[src/rtl/life_game_step_engine_if.sv]
// Cell bus between the Life step engine and the display/storage device.
// master (engine): drives cell_write / cell_address / cell_data_in, samples cell_data_out.
// slave  (device): returns cell_data_out combinationally from cell_address.
// cell_address = {row[5:0], half}; half 0 = columns 0..31, half 1 = columns 32..63.
interface life_game_step_engine_if;
  localparam int unsigned ADDR_W = 7;
  localparam int unsigned DATA_W = 32;

  logic              cell_write;
  logic [ADDR_W-1:0] cell_address;
  logic [DATA_W-1:0] cell_data_in;
  logic [DATA_W-1:0] cell_data_out;

  modport master (
    output cell_write,
    output cell_address,
    output cell_data_in,
    input  cell_data_out
  );

  modport slave (
    input  cell_write,
    input  cell_address,
    input  cell_data_in,
    output cell_data_out
  );
endinterface

[src/rtl/life_game_step_engine.sv]
// Conway's Life generation engine for a ROWS x 64 world.
// Reads the front buffer row by row over the cell bus, keeps a three-row window
// (prev/cur/next), writes each new row into the back buffer and then pulses
// world_clock so the device swaps buffers.
// Ports:
//   clock, reset_n  : clock, asynchronous active-low reset
//   start           : one-cycle request for a single generation (sampled in IDLE)
//   run             : level, free-running generations every PERIOD cycles
//   cell_bus        : cell bus master (write strobe, address, write data, read data)
//   world_clock     : one-cycle buffer-swap pulse
//   busy            : engine owns the cell bus
//   done            : one-cycle pulse, generation committed
//   generation      : committed generation count, wraps
module life_game_step_engine #(
  parameter int unsigned ROWS      = 48,
  parameter bit          WRAP      = 1'b1,
  parameter int unsigned PERIOD    = 25000000,
  parameter int unsigned GEN_WIDTH = 16
) (
  input  logic                          clock,
  input  logic                          reset_n,
  input  logic                          start,
  input  logic                          run,
  life_game_step_engine_if.master       cell_bus,
  output logic                          world_clock,
  output logic                          busy,
  output logic                          done,
  output logic [GEN_WIDTH-1:0]          generation
);

  localparam int unsigned ROW_W  = 6;
  localparam int unsigned ADDR_W = ROW_W + 1;
  localparam int unsigned DATA_W = 32;
  localparam int unsigned LINE_W = 2 * DATA_W;
  localparam int unsigned CNT_W  = $clog2(PERIOD);
  localparam logic [CNT_W-1:0] PER_LAST = CNT_W'(PERIOD - 1);
  localparam logic [ROW_W-1:0] LAST_ROW = ROW_W'(ROWS - 1);

  typedef enum logic [2:0] {
    S_IDLE,
    S_LOAD,
    S_WRITE_LO,
    S_WRITE_HI,
    S_FETCH_LO,
    S_FETCH_HI,
    S_SWAP
  } state_t;

  state_t              state_q;
  logic [ROW_W-1:0]    row_q;
  logic [2:0]          ld_cnt_q;
  logic [CNT_W-1:0]    per_cnt_q;
  logic [LINE_W-1:0]   prev_q, cur_q, next_q;
  logic [LINE_W-1:0]   prev_d, cur_d, next_d;
  logic                cell_write_q;
  logic [ADDR_W-1:0]   cell_address_q;
  logic [DATA_W-1:0]   cell_data_in_q;
  logic                world_clock_q, busy_q, done_q;
  logic [GEN_WIDTH-1:0] generation_q;

  logic [ROW_W:0]      row_p2;
  logic                fetch_oob;
  logic [ROW_W-1:0]    fetch_row;
  logic [ROW_W-1:0]    row_inc;
  logic                zero_word;
  logic [DATA_W-1:0]   fetch_word;
  logic                period_hit;
  logic                load_go;
  logic [LINE_W-1:0]   pw, pe, cw, ce, nw, ne;
  logic [LINE_W-1:0]   new_row;

  // Bit c of the result holds column c-1 (west neighbour); column 0 wraps to 63 or sees a dead cell.
  function automatic logic [LINE_W-1:0] sh_w(input logic [LINE_W-1:0] x);
    return {x[LINE_W-2:0], (WRAP ? x[LINE_W-1] : 1'b0)};
  endfunction

  // Bit c of the result holds column c+1 (east neighbour); column 63 wraps to 0 or sees a dead cell.
  function automatic logic [LINE_W-1:0] sh_e(input logic [LINE_W-1:0] x);
    return {(WRAP ? x[0] : 1'b0), x[LINE_W-1:1]};
  endfunction

  // Population count of the 8 neighbour bits.
  function automatic logic [3:0] count8(input logic [7:0] b);
    logic [3:0] n;
    n = '0;
    for (int i = 0; i < 8; i++) n = n + 4'(b[i]);
    return n;
  endfunction

  // Address of LOAD word k: rows ROWS-1, 0, 1, low half then high half each.
  function automatic logic [ADDR_W-1:0] load_addr(input logic [2:0] k);
    logic [ROW_W-1:0] r;
    case (k[2:1])
      2'd0:    r = LAST_ROW;
      2'd1:    r = '0;
      default: r = ROW_W'(1);
    endcase
    return {r, k[0]};
  endfunction

  // Row fetched in FETCH states is (r+2) mod ROWS; oob marks rows past the bottom edge.
  assign row_p2    = {1'b0, row_q} + (ROW_W+1)'(2);
  assign fetch_oob = (row_p2 >= (ROW_W+1)'(ROWS));
  assign fetch_row = fetch_oob ? ROW_W'(row_p2 - (ROW_W+1)'(ROWS)) : row_p2[ROW_W-1:0];
  assign row_inc   = row_q + ROW_W'(1);

  // Without wrap, rows -1 and ROWS read as dead; the bus cycle is spent regardless.
  always_comb begin
    zero_word = 1'b0;
    if (!WRAP) begin
      if (state_q == S_LOAD && ld_cnt_q < 3'd2) zero_word = 1'b1;
      if ((state_q == S_FETCH_LO || state_q == S_FETCH_HI) && fetch_oob) zero_word = 1'b1;
    end
  end

  assign fetch_word = zero_word ? '0 : cell_bus.cell_data_out;

  // Next value of the three-row window.
  always_comb begin
    prev_d = prev_q;
    cur_d  = cur_q;
    next_d = next_q;
    case (state_q)
      S_LOAD: begin
        case (ld_cnt_q)
          3'd0:    prev_d[DATA_W-1:0]      = fetch_word;
          3'd1:    prev_d[LINE_W-1:DATA_W] = fetch_word;
          3'd2:    cur_d[DATA_W-1:0]       = fetch_word;
          3'd3:    cur_d[LINE_W-1:DATA_W]  = fetch_word;
          3'd4:    next_d[DATA_W-1:0]      = fetch_word;
          3'd5:    next_d[LINE_W-1:DATA_W] = fetch_word;
          default: ;
        endcase
      end
      S_FETCH_LO: begin
        prev_d             = cur_q;
        cur_d              = next_q;
        next_d[DATA_W-1:0] = fetch_word;
      end
      S_FETCH_HI: next_d[LINE_W-1:DATA_W] = fetch_word;
      default: ;
    endcase
  end

  // The new row is taken from the window's next value so the word completing the
  // window this cycle is already included when cell_data_in is registered.
  assign pw = sh_w(prev_d);
  assign pe = sh_e(prev_d);
  assign cw = sh_w(cur_d);
  assign ce = sh_e(cur_d);
  assign nw = sh_w(next_d);
  assign ne = sh_e(next_d);

  // Life rule per column.
  always_comb begin
    new_row = '0;
    for (int c = 0; c < LINE_W; c++) begin
      new_row[c] = (count8({pw[c], prev_d[c], pe[c], cw[c], ce[c], nw[c], next_d[c], ne[c]}) == 4'd3) |
                   (cur_d[c] &
                    (count8({pw[c], prev_d[c], pe[c], cw[c], ce[c], nw[c], next_d[c], ne[c]}) == 4'd2));
    end
  end

  assign period_hit = run && (per_cnt_q == PER_LAST);
  assign load_go    = (state_q == S_IDLE) && (start || period_hit);

  // Sequencer, window, period counter and registered bus outputs.
  always_ff @(posedge clock or negedge reset_n) begin
    if (!reset_n) begin
      state_q        <= S_IDLE;
      row_q          <= '0;
      ld_cnt_q       <= '0;
      per_cnt_q      <= '0;
      prev_q         <= '0;
      cur_q          <= '0;
      next_q         <= '0;
      cell_write_q   <= 1'b0;
      cell_address_q <= '0;
      cell_data_in_q <= '0;
      world_clock_q  <= 1'b0;
      busy_q         <= 1'b0;
      done_q         <= 1'b0;
      generation_q   <= '0;
    end else begin
      prev_q <= prev_d;
      cur_q  <= cur_d;
      next_q <= next_d;

      // Counts through busy as well so starts are exactly PERIOD cycles apart;
      // a start can only be taken in IDLE since a generation is shorter than PERIOD.
      if (!run || load_go) begin
        per_cnt_q <= '0;
      end else if (per_cnt_q != PER_LAST) begin
        per_cnt_q <= per_cnt_q + CNT_W'(1);
      end

      case (state_q)
        S_IDLE: begin
          if (load_go) begin
            state_q        <= S_LOAD;
            ld_cnt_q       <= '0;
            busy_q         <= 1'b1;
            cell_address_q <= load_addr(3'd0);
          end
        end
        S_LOAD: begin
          if (ld_cnt_q == 3'd5) begin
            state_q        <= S_WRITE_LO;
            row_q          <= '0;
            cell_write_q   <= 1'b1;
            cell_address_q <= {ROW_W'(0), 1'b0};
            cell_data_in_q <= new_row[DATA_W-1:0];
          end else begin
            ld_cnt_q       <= ld_cnt_q + 3'd1;
            cell_address_q <= load_addr(ld_cnt_q + 3'd1);
          end
        end
        S_WRITE_LO: begin
          state_q        <= S_WRITE_HI;
          cell_address_q <= {row_q, 1'b1};
          cell_data_in_q <= new_row[LINE_W-1:DATA_W];
        end
        S_WRITE_HI: begin
          state_q        <= S_FETCH_LO;
          cell_write_q   <= 1'b0;
          cell_address_q <= {fetch_row, 1'b0};
        end
        S_FETCH_LO: begin
          state_q        <= S_FETCH_HI;
          cell_address_q <= {fetch_row, 1'b1};
        end
        S_FETCH_HI: begin
          if (row_q == LAST_ROW) begin
            state_q        <= S_SWAP;
            cell_address_q <= '0;
            world_clock_q  <= 1'b1;
            done_q         <= 1'b1;
            generation_q   <= generation_q + GEN_WIDTH'(1);
          end else begin
            state_q        <= S_WRITE_LO;
            row_q          <= row_inc;
            cell_write_q   <= 1'b1;
            cell_address_q <= {row_inc, 1'b0};
            cell_data_in_q <= new_row[DATA_W-1:0];
          end
        end
        S_SWAP: begin
          state_q       <= S_IDLE;
          world_clock_q <= 1'b0;
          done_q        <= 1'b0;
          busy_q        <= 1'b0;
        end
        default: begin
          state_q       <= S_IDLE;
          cell_write_q  <= 1'b0;
          world_clock_q <= 1'b0;
          done_q        <= 1'b0;
          busy_q        <= 1'b0;
        end
      endcase
    end
  end

  assign cell_bus.cell_write   = cell_write_q;
  assign cell_bus.cell_address = cell_address_q;
  assign cell_bus.cell_data_in = cell_data_in_q;
  assign world_clock           = world_clock_q;
  assign busy                  = busy_q;
  assign done                  = done_q;
  assign generation            = generation_q;

endmodule

[src/flat_wrapper.sv]
// flat-port wrapper written by rule: the top's interface ports become plain ports
module life_game_step_engine_flat 
#(
  parameter int unsigned ROWS      = 48,
  parameter bit          WRAP      = 1'b1,
  parameter int unsigned PERIOD    = 25000000,
  parameter int unsigned GEN_WIDTH = 16
)
  (clock, reset_n, start, run, world_clock, busy, done, generation, cell_bus_cell_write, cell_bus_cell_address, cell_bus_cell_data_in, cell_bus_cell_data_out);
  life_game_step_engine_if cell_bus_i ();
  input  logic clock;
  input  logic reset_n;
  input  logic start;
  input  logic run;
  output logic world_clock;
  output logic busy;
  output logic done;
  output logic [GEN_WIDTH-1:0] generation;
  output wire logic [$bits(cell_bus_i.cell_write)-1:0] cell_bus_cell_write;
  output wire logic [$bits(cell_bus_i.cell_address)-1:0] cell_bus_cell_address;
  output wire logic [$bits(cell_bus_i.cell_data_in)-1:0] cell_bus_cell_data_in;
  input wire logic [$bits(cell_bus_i.cell_data_out)-1:0] cell_bus_cell_data_out;
  assign cell_bus_cell_write = cell_bus_i.cell_write;
  assign cell_bus_cell_address = cell_bus_i.cell_address;
  assign cell_bus_cell_data_in = cell_bus_i.cell_data_in;
  assign cell_bus_i.cell_data_out = cell_bus_cell_data_out;
  life_game_step_engine #(.ROWS(ROWS), .WRAP(WRAP), .PERIOD(PERIOD), .GEN_WIDTH(GEN_WIDTH)) u_core (.clock(clock), .reset_n(reset_n), .start(start), .run(run), .cell_bus(cell_bus_i), .world_clock(world_clock), .busy(busy), .done(done), .generation(generation));
endmodule
[config.mk]
export PLATFORM = sky130hd
export DESIGN_NAME = life_game_step_engine_flat
export DESIGN_NICKNAME = d
export VERILOG_FILES = /design/src/rtl/life_game_step_engine_if.sv /design/src/rtl/life_game_step_engine.sv /design/src/flat_wrapper.sv
export SDC_FILE = /design/constraint.sdc
export NUM_CORES = 1
export LEC_CHECK = 0
export ABC_AREA = 1
export CAP_MARGIN = 10
export CORE_MARGIN = 2
export CORE_UTILIZATION = 45
export DETAILED_ROUTE_END_ITERATION = 6
export PLACE_DENSITY = 0.66
export SLEW_MARGIN = 20
export SYNTH_ARGS = -nofsm -noshare
export SYNTH_HDL_FRONTEND = slang
export SYNTH_SLANG_ARGS = --single-unit
[constraint.sdc]
create_clock -name clock -period 6.25 [get_ports clock]
set_clock_uncertainty 0.05 [all_clocks]
set_input_delay 1.5625 -clock clock [delete_from_list [all_inputs] [get_ports clock]]
set_output_delay 1.5625 -clock clock [all_outputs]
set_load 0.05 [all_outputs]
==> flow_summary_export.csv, run 1 <==
group,metric,value,unit
timing,slew_headroom,0.312,
routing,wirelength,66.8,mm
critical_path,path_cells,"inv_1, ha_1, nand2_1, inv_1, o21ai_4, buf_4, o21ai_0, inv_1, ha_1, xnor2_1, inv_1, ha_1, inv_1, fa_1, inv_1, fa_1, inv_1, fa_1, nor3_1, o21ai_0, nand2_1, nand2_1, nand2_1",
clock_network,cts_buffers,36,
critical_path,cp_top_family,"adder cells",
critical_path,slowest_delay,0.69,ns
job,drv_cap,0,
run_status,outcome,"finished clean",
logic_synthesis,ys_seq_elements,287,
floorplan,start_util,0.456,
placed_design,portBuffers,94,
grt,first_global_vias,21200,
timing,fin_crit,5.20,ns
timing,drv_slew,0,
layout,fill_cells,5582,
power_and_ir_drop,peakVddDrop,191,uV
grt,grt_overflow,0,
timing,worst_pin_slew,1.03,ns
critical_path,crit_path_end_kind,"register",
critical_path,crit_slowest_cell,"buf_4",
logic_synthesis,ys.warnings.count,0,
clock_network,htree_levels,2,
critical_path,worst_ep_arrival_time,5.63,ns
layout,area_growth_syn_to_layout,11.4,%
layout,seqCellArea,7180,um2
timing,fmax,0.192,GHz
routing,drtPass1Iterations,5,
logic_synthesis,synth_cell_type_count,43,
floorplan,die_w,246,um
clock_network,clock-sinks,287,
timing,final_hold_viol_count,0,
grt,grt_pass1_wl,111,mm
routing,via_per_inst,5.13,
routing,drt_iter0_drc,1230,
routing,drt-wirelength-per-cell,15.9,um
logic_synthesis,syn_area,26400,um2
floorplan,die_area,60700,um2
floorplan,die_h,246,um
grt,track_usage,0.228,
floorplan,core-area,57900,um2
timing,finalSetupTns,0,ns
floorplan,rows,88,
timing,setup_viol,0,
clock_network,clockBufferDepth,3,
routing,drtAntennaViolNets,0,
power_and_ir_drop,powerDensity,233,nW/um2
critical_path,critical_path_class,"reg2reg",
clock_network,clkTransAtPathRegs,0.06,ns
clock_network,root_buffer,"clkbuf_16",
clock_network,tritoncts,"built",
power_and_ir_drop,p_leak,15.4,nW
logic_synthesis,synth_nets,3855,
timing,fin_crit_sh,0.831,
critical_path,crit_path_start_kind,"register",
floorplan,ios,95,
grt,antenna_found_initial,2,
logic_synthesis,ys_seq_area_frac,0.272,
critical_path,critPathMaxFanout,81,
critical_path,critPathRequiredTime,6.68,ns
critical_path,crit_top_cell,"inv_1",
routing,num_vias,21600,
clock_network,cts_hold_buffers,0,
timing,rsz0062_at_grt,"false",
timing,whs,0.423,ns
layout,nNetsFinal,3921,
logic_synthesis,avgSynthCellArea,7.86,um2
logic_synthesis,postSynthCellCount,3360,
clock_network,clkLatencyLatePin,0.56,ns
layout,multi_input_area,16200,um2
placed_design,gp_routability_congestion,0.851,
hold_path,hp-class,"reg2reg",
routing,drc,0,
grt,grt_max_degree,129,
clock_network,cts_resized,0,
critical_path,crit_buf_inv,8,
clock_network,cts_setup_buffers,0,
layout,drive_gt1_frac,0.0417,
layout,n_antenna_cell,0,
placed_design,dpl.hpwl,48.3,mm
[cell usage after synthesis, drive strengths merged]
master / number / area [um2]
xnor2: 61 / 534
a22o: 15 / 131
xor2: 26 / 228
ha: 250 / 3130
a21o: 47 / 353
nor4: 3 / 18.8
nor2: 172 / 656
o21ai: 193 / 992
nand3: 132 / 666
nand4: 66 / 413
o211ai: 26 / 195
buf: 54 / 302
dfrtp: 287 / 7180
nand2: 735 / 2760
o21bai: 1 / 7.51
o2111ai: 3 / 26.3
a21oi: 208 / 1120
or2: 10 / 62.6
inv: 708 / 2660
fa: 209 / 4180
nor3: 48 / 240
o22ai: 1 / 6.26
o21a: 8 / 60.1
nand3b: 2 / 15.0
a31oi: 44 / 275
clkbuf: 45 / 170
and2: 1 / 6.26
a211oi: 4 / 30.0
and3: 1 / 6.26
[registers in the layout (all words and copies together), names as in the netlist]
register / flops
u_core.per_cnt_q: 25
u_core.busy: 1
u_core.prev_q: 64
u_core.cur_q: 64
u_core.ld_cnt_q: 3
u_core.next_q: 64
u_core.generation: 16
u_core.state_q: 3
u_core.cell_bus.cell_data_in: 32
u_core.cell_bus.cell_address: 7
u_core.cell_bus.cell_write: 1
u_core.row_q: 6
u_core.world_clock: 1
[worst reg2reg max path, stage by stage (launching register included)]
cell and delay (ns):
dfrtp_1 0.40, inv_1 0.08, ha_1 0.19, nand2_1 0.06
inv_1 0.07, o21ai_4 0.13, buf_4 0.69, o21ai_0 0.34
inv_1 0.19, ha_1 0.27, xnor2_1 0.15, inv_1 0.06
ha_1 0.27, inv_1 0.05, fa_1 0.52, inv_1 0.06
fa_1 0.43, inv_1 0.08, fa_1 0.40, nor3_1 0.17
o21ai_0 0.19, nand2_1 0.13, nand2_1 0.07, nand2_1 0.06
[cell usage in the layout, fill, tap and decap left out, drive strengths merged, types with 8 or more instances in the layout]
cell / count
a21oi: 208
clkbuf: 52
or2: 10
nand3: 132
xor2: 26
nand2: 735
xnor2: 61
o211ai: 26
ha: 250
o21ai: 193
o21a: 8
nor2: 172
fa: 209
nor3: 48
buf: 34
dfrtp: 287
nand4: 66
a22o: 15
a31oi: 44
clkdlybuf4s50: 93
a21o: 47
inv: 711
[cell type report]
| cell class | count | share of cell area |
|---|---|---|
| Sequential cell | 287 | 0.244 |
| Inverter | 708 | 0.0902 |
| Clock buffer | 52 | 0.0367 |
| Timing Repair Buffer | 127 | 0.0435 |
| Multi-Input combinational cell | 2266 | 0.549 |
| Clock inverter | 12 | 0.00421 |
| Tap cell | 765 | 0.0325 |
[per-stage QoR]
step,utilization,total power [W],instances,area (um2),setup WS (ns)
2_1_floorplan,-,0.00406,3360,26400,1.41
3_3_place_gp,0.488,0.00469,4153,28200,0.583
3_5_place_dp,0.488,0.00475,4153,28200,0.505
4_1_cts,0.509,0.00694,4217,29500,1.04
5_1_grt,0.509,0.00744,4217,29500,0.542
6_report,0.509,0.00687,4217,29500,1.05
[power breakdown]
part | switching [W] | leakage (nW) | internal, W
clock network | 0.000871 | 0.599 | 0.00129
registers | 0.000108 | 3.50 | 0.00200
logic | 0.00156 | 11.3 | 0.00105
total | 0.00253 | 15.4 | 0.00433
[per-layer routing]
layer / part of all wire / global-route usage / routed length, um / vias to the layer above
li1: - / - / - / 10800
met1: 0.47 / 0.321 / 31300 / 10300
met2: 0.45 / 0.371 / 30400 / 476
met3: 0.055 / 0.0312 / 3700 / 90
met4: 0.022 / 0.0592 / 1470 / 2
met5: 0.00019 / 0 / 13 / -
[final timing paths]
check | from | cells past startpoint | slack, ns | endpoint
min in group asynchronous | reset_n | 1 | 0.89 | u_core.per_cnt_q[15]
worst min-delay path | u_core.cell_bus.cell_address[0] | 2 | 0.42 | u_core.cell_bus.cell_address[0]
worst min register to register | u_core.cell_bus.cell_address[0] | 2 | 0.42 | u_core.cell_bus.cell_address[0]
worst max-delay path | u_core.ld_cnt_q[1] | 23 | 1.05 | u_core.cell_bus.cell_data_in[24]
max in group asynchronous | reset_n | 2 | 4.10 | u_core.cur_q[2]
worst max register to register | u_core.ld_cnt_q[1] | 23 | 1.05 | u_core.cell_bus.cell_data_in[24]
[logic make-up after synthesis]
kind of cell    Yosys count  synth area share
compound gates          550             0.121
xor+xnor                 87            0.0288
fa+ha+maj               459             0.277
buf+inv                 807             0.118
flops                   287             0.272
simple gates           1170             0.183
(Power assumes the default switching activity.)
==> run 2: changes to the inputs <==
- PLACE_DENSITY: 0.66 -> 0.68
- clock period: 6.25 -> 4.2 ns (I/O delays scaled with it)
==> flow_summary_export.csv, run 2 (synthesized netlist as in run 1, its figures left out) <==
group,metric,value,unit
critical_path,crit_path_end_kind,"register",
timing,rsz0062_at_grt,"true",
layout,reg.largest.list,"u_core.cur_q x64, u_core.next_q x64, u_core.prev_q x64",
critical_path,crit_buf_inv,8,
floorplan,die_area,60700,um2
power_and_ir_drop,power,0.0116,W
placed_design,portBuffers,94,
timing,final_hold_viol_count,0,
critical_path,worst_ep_arrival_time,4.99,ns
clock_network,clockBufferDepth,3,
timing,worst_pin_slew,0.838,ns
clock_network,htree_levels,2,
grt,antenna_found_initial,2,
timing,whs,0.426,ns
routing,num_vias,25000,
clock_network,clock-sinks,287,
routing,drt-wirelength-per-cell,17.1,um
critical_path,ff2ff_setup_slack,-0.34,ns
critical_path,crit_slowest_cell,"fa_1",
timing,fin_crit,4.54,ns
floorplan,die_h,246,um
critical_path,r2r-end,"u_core.cell_bus.cell_data_in[12]",
placed_design,dpl.hpwl,56.4,mm
routing,drtPass1Iterations,5,
hold_path,hold_start,"u_core.cell_bus.cell_address[3]",
run_status,violations,"setup timing",
run_status,outcome,"finished with violations",
clock_network,clkLatencyLatePin,0.57,ns
layout,final_common_cell,"nand2_1",
power_and_ir_drop,p_leak,18.4,nW
layout,area_growth_syn_to_layout,37.4,%
floorplan,core-area,57900,um2
critical_path,critPathMaxFanout,7,
floorplan,start_util,0.456,
floorplan,ios,95,
layout,seqCellArea,7180,um2
routing,wirelength,81.9,mm
clock_network,tritoncts,"built",
hold_path,min_to,"u_core.cell_bus.cell_address[3]",
clock_network,clkTransAtPathRegs,0.06,ns
timing,setup_slack,-0.340,ns
grt,grt_max_degree,97,
grt,first_global_vias,24600,
timing,fin_crit_sh,1.08,
floorplan,rows,88,
routing,drc,0,
timing,slew_headroom,0.440,
critical_path,crit_path_start_kind,"register",
critical_path,cp_top_family,"adder cells",
layout,fill_cells,4722,
clock_network,cts_buffers,38,
floorplan,die_w,246,um
hold_path,hold_depth,2,
timing,finalSetupTns,-7.63,ns
timing,drv_slew,0,
job,drv_cap,0,
clock_network,root_buffer,"clkbuf_16",
critical_path,critPathRequiredTime,4.65,ns
critical_path,crit_top_cell,"inv_2",
layout,multi_input_area,18100,um2
grt,grt_overflow,0,
layout,drive_gt1_frac,0.285,
power_and_ir_drop,peakVddDrop,302,uV
critical_path,rr_worst_depth,26,
grt,grt_pass1_wl,127,mm
timing,setup_viol,32,
layout,nNetsFinal,4486,
hold_path,hp-class,"reg2reg",
timing,fmax,0.220,GHz
routing,drtAntennaViolNets,0,
critical_path,critical_path_class,"reg2reg",
layout,final_cell_mix,"nand2_1 (710), inv_1 (576), buf_4 (529), dfrtp_1 (287), ha_1 (184)",
routing,via_per_inst,5.23,
placed_design,gp_routability_congestion,0.899,
critical_path,slowest_delay,0.54,ns
routing,drt_iter0_drc,1931,
grt,track_usage,0.262,
power_and_ir_drop,powerDensity,320,nW/um2
critical_path,r2r_start,"u_core.ld_cnt_q[1]",
## run 2: report_power, final
group	switching (W)	internal, W	leakage (nW)
combinational	0.00269	0.00214	14.3
clock	0.00135	0.00226	0.676
sequential	0.000189	0.00297	3.50
total	0.00424	0.00737	18.4
## run 2: per-stage QoR
step,utilization,cells,setup WS (ns),instance area [um2]
6_report,0.627,4784,-0.340,36300
5_1_grt,0.627,4783,-0.554,36300
4_1_cts,0.601,4740,-0.343,34800
3_5_place_dp,0.552,4612,-0.875,32000
3_3_place_gp,0.552,4612,-0.852,32000
2_1_floorplan,-,3360,-0.0314,26700
## run 2: metal layers
| metal | GRT usage | wire length, um |
|---|---|---|
| met1 | 0.360 | 35300 |
| met2 | 0.434 | 39100 |
| met3 | 0.0319 | 5230 |
| met4 | 0.0758 | 2240 |
| met5 | 0 | 0 |
## run 2: worst max-delay path by stage
stage | to | start | cells past startpoint | slack (ns)
floorplan | u_core.cell_bus.cell_data_in[21] | u_core.ld_cnt_q[0] | 25 | -0.03
global placement | u_core.cell_bus.cell_data_in[0] | cell_bus_cell_data_out[1] | 20 | -0.85
CTS | u_core.cell_bus.cell_data_in[14] | u_core.ld_cnt_q[0] | 23 | -0.34
finish | u_core.cell_bus.cell_data_in[12] | u_core.ld_cnt_q[1] | 26 | -0.34
global route | u_core.cell_bus.cell_data_in[14] | u_core.ld_cnt_q[0] | 24 | -0.55
detailed placement | u_core.cell_bus.cell_data_in[0] | cell_bus_cell_data_out[1] | 20 | -0.87
## run 2: worst register-to-register path: stages, from the launching register on
cell and delay, ns:
dfrtp_1 0.40, inv_2 0.07, buf_6 0.09, ha_4 0.14
nand2_4 0.05, o21ai_4 0.20, buf_12 0.20, clkbuf_16 0.19
nor2_2 0.04, a21oi_2 0.18, ha_4 0.25, xnor2_2 0.15
inv_2 0.06, ha_4 0.26, inv_2 0.03, fa_1 0.54
inv_2 0.05, fa_2 0.39, inv_2 0.07, fa_1 0.40
a21oi_2 0.13, nand2_1 0.07, nor2_1 0.17, o21ai_1 0.10
nand2_1 0.07, nand2_1 0.05, nand2_1 0.08
## run 2: cell type report
class	count	share of cell area
Sequential cell	287	0.198
Tap cell	765	0.0264
Timing Repair Buffer	690	0.165
Clock inverter	7	0.00379
Inverter	708	0.0736
Multi-Input combinational cell	2266	0.499
Clock buffer	60	0.0341
Antenna cell	1	0.0000689
## run 2: timing repair
item                       4_1_cts  5_1_grt
pin swaps                      118      237
hold buffers                     0        0
setup buffers                   55       52
resized for setup              240      310
setup endpoints to repair       32       32
gates cloned                     6        3
==> run 3: changes to the inputs <==
- CORE_ASPECT_RATIO: default -> 1.5
- SKIP_CTS_REPAIR_TIMING: default -> 1
==> flow_summary_export.csv, run 3 (synthesized netlist as in run 1, its figures left out) <==
group,metric,value,unit
layout,n_antenna_cell,0,
routing,num_vias,24700,
layout,final_cell_area,35200,um2
clock_network,cts_buffers,34,
clock_network,root_buffer,"clkbuf_16",
power_and_ir_drop,swShare,0.369,
critical_path,crit_path_start_kind,"register",
power_and_ir_drop,peakVddDrop,250,uV
timing,worst_pin_slew,0.767,ns
clock_network,clockBufferDepth,3,
placed_design,portBuffers,94,
critical_path,crit_slowest_cell,"fa_1",
power_and_ir_drop,combPwrFrac,0.425,
layout,final_common_cell,"nand2_1",
routing,wirelength,81.4,mm
routing,drc,0,
timing,fin_crit_sh,1.10,
timing,fin_crit,4.63,ns
floorplan,start_util,0.456,
timing,setup_slack,-0.433,ns
timing,slew_headroom,0.488,
grt,first_global_vias,24800,
clock_network,tritoncts,"built",
layout,final_core_util,0.607,
grt,grt_overflow,0,
layout,final_cell_mix,"nand2_1 (711), inv_1 (602), buf_4 (455), dfrtp_1 (287), ha_1 (201)",
grt,track_usage,0.250,
clock_network,clkTransAtPathRegs,0.07,ns
critical_path,crit_top_cell,"nand2_1",
power_and_ir_drop,power.internal,0.00701,W
routing,drt-wirelength-per-cell,17.3,um
critical_path,critPathRequiredTime,4.63,ns
layout,seqCellArea,7180,um2
layout,stdcell_count,4702,
floorplan,die_h,301,um
critical_path,r2r-end,"u_core.cell_bus.cell_data_in[21]",
placed_design,dpl_cell_area,31700,um2
clock_network,clock-sinks,287,
critical_path,slowest_delay,0.55,ns
layout,reg.largest.list,"u_core.cur_q x64, u_core.next_q x64, u_core.prev_q x64",
clock_network,htree_levels,2,
placed_design,gp_routability_congestion,0.919,
critical_path,cp.depth,27,
placed_design,dpl.hpwl,57.4,mm
job,drv_cap,0,
layout,nNetsFinal,4404,
routing,drtAntennaViolNets,0,
grt,grt_pass1_wl,122,mm
critical_path,crit_buf_inv,10,
placed_design,dp_slack,-0.844,ns
hold_path,hp-class,"reg2reg",
run_status,violations,"setup timing",
timing,rsz0062_at_grt,"true",
power_and_ir_drop,seq_power_share,0.282,
layout,fill_cells,4772,
hold_path,hold_start,"u_core.cell_bus.cell_data_in[15]",
timing,final_hold_viol_count,0,
routing,drt_iter0_drc,1396,
critical_path,critPathMaxFanout,7,
routing,via_per_inst,5.25,
power_and_ir_drop,p_clk_frac,0.293,
floorplan,rows,108,
hold_path,hold_depth,2,
layout,drive_gt1_frac,0.250,
power_and_ir_drop,powerDensity,316,nW/um2
floorplan,die_area,60700,um2
critical_path,cp_top_family,"adder cells",
floorplan,ios,95,
critical_path,worst_ep_arrival_time,5.06,ns
power_and_ir_drop,p_sw,0.00410,W
timing,setup_viol,32,
timing,fmax,0.216,GHz
power_and_ir_drop,p_leak,18.0,nW
grt,antenna_found_initial,1,
layout,multi_input_area,17700,um2
critical_path,crit_path_end_kind,"register",
routing,drtPass1Iterations,5,
critical_path,critical_path_class,"reg2reg",
hold_path,min_to,"u_core.cell_bus.cell_data_in[15]",
clock_network,clkLatencyLatePin,0.54,ns
floorplan,core-area,58000,um2
critical_path,rr_worst_depth,27,
floorplan,die_w,202,um
placed_design,dp_cells,4578,
critical_path,r2r_start,"u_core.ld_cnt_q[0]",
timing,drv_slew,0,
grt,grt_max_degree,90,
layout,area_growth_syn_to_layout,33.2,%
critical_path,ff2ff_setup_slack,-0.43,ns
run_status,outcome,"finished with violations",
## run 3: cell count changes in the layout (fill, tap and decap cells not counted), moves of 12 or more
cell / previous run / this run
inv_1: 576 / 602
buf_4: 529 / 455
ha_1: 184 / 201
buf_6: 29 / 17
inv_2: 127 / 100
ha_4: 63 / 46
## run 3: how the worst max path moves through the flow
stage	startpoint	end	slack (ns)
after floorplan	u_core.ld_cnt_q[0]	u_core.cell_bus.cell_data_in[21]	-0.03
after global placement	cell_bus_cell_data_out[1]	u_core.cell_bus.cell_data_in[0]	-0.78
after detailed placement	cell_bus_cell_data_out[26]	u_core.cell_bus.cell_data_in[26]	-0.84
after CTS	u_core.ld_cnt_q[0]	u_core.cell_bus.cell_data_in[0]	-0.54
after global routing	u_core.ld_cnt_q[0]	u_core.cell_bus.cell_data_in[14]	-0.58
final	u_core.ld_cnt_q[0]	u_core.cell_bus.cell_data_in[21]	-0.43
## run 3: layout make-up
class	count	share of cell area
Sequential cell	287	0.204
Clock inverter	11	0.00441
Tap cell	770	0.0274
Timing Repair Buffer	612	0.157
Multi-Input combinational cell	2266	0.502
Inverter	708	0.0760
Clock buffer	48	0.0295
## run 3: layer usage
layer,global-route usage,vias up,share of wire
met5,0,-,0
met2,0.467,717,0.51
met1,0.285,12000,0.37
li1,-,11700,-
met4,0.121,0,0.063
met3,0.0246,282,0.049
## run 3: per-stage QoR
| step | power [W] | TNS, ns | hold WS, ns |
|---|---|---|---|
| after floorplan | 0.00606 | -0.0659 | 0.413 |
| after global placement | 0.00729 | -21.65 | 0.405 |
| after detailed placement | 0.00744 | -23.31 | 0.415 |
| after CTS | 0.0107 | -12.88 | 0.432 |
| after global routing | 0.0119 | -14.98 | 0.447 |
| final | 0.0111 | -8.81 | 0.424 |
## run 3: power groups by stage
stage / clock, W / combinational (W) / sequential, W
3_3_place_gp: 0 / 0.00412 / 0.00316
6_report: 0.00326 / 0.00472 / 0.00313
5_1_grt: 0.00339 / 0.00536 / 0.00314
4_1_cts: 0.00330 / 0.00432 / 0.00312
3_5_place_dp: 0 / 0.00428 / 0.00316
2_1_floorplan: 0 / 0.00256 / 0.00350
## run 3: worst register-to-register path: cells and delay by family, from the launching register on
kind	cells	cell delay [ns]
xor+xnor	1	0.11
flops	1	0.42
simple gates	7	0.53
fa+ha+maj	5	1.75
buf+inv	10	1.10
compound gates	4	0.61
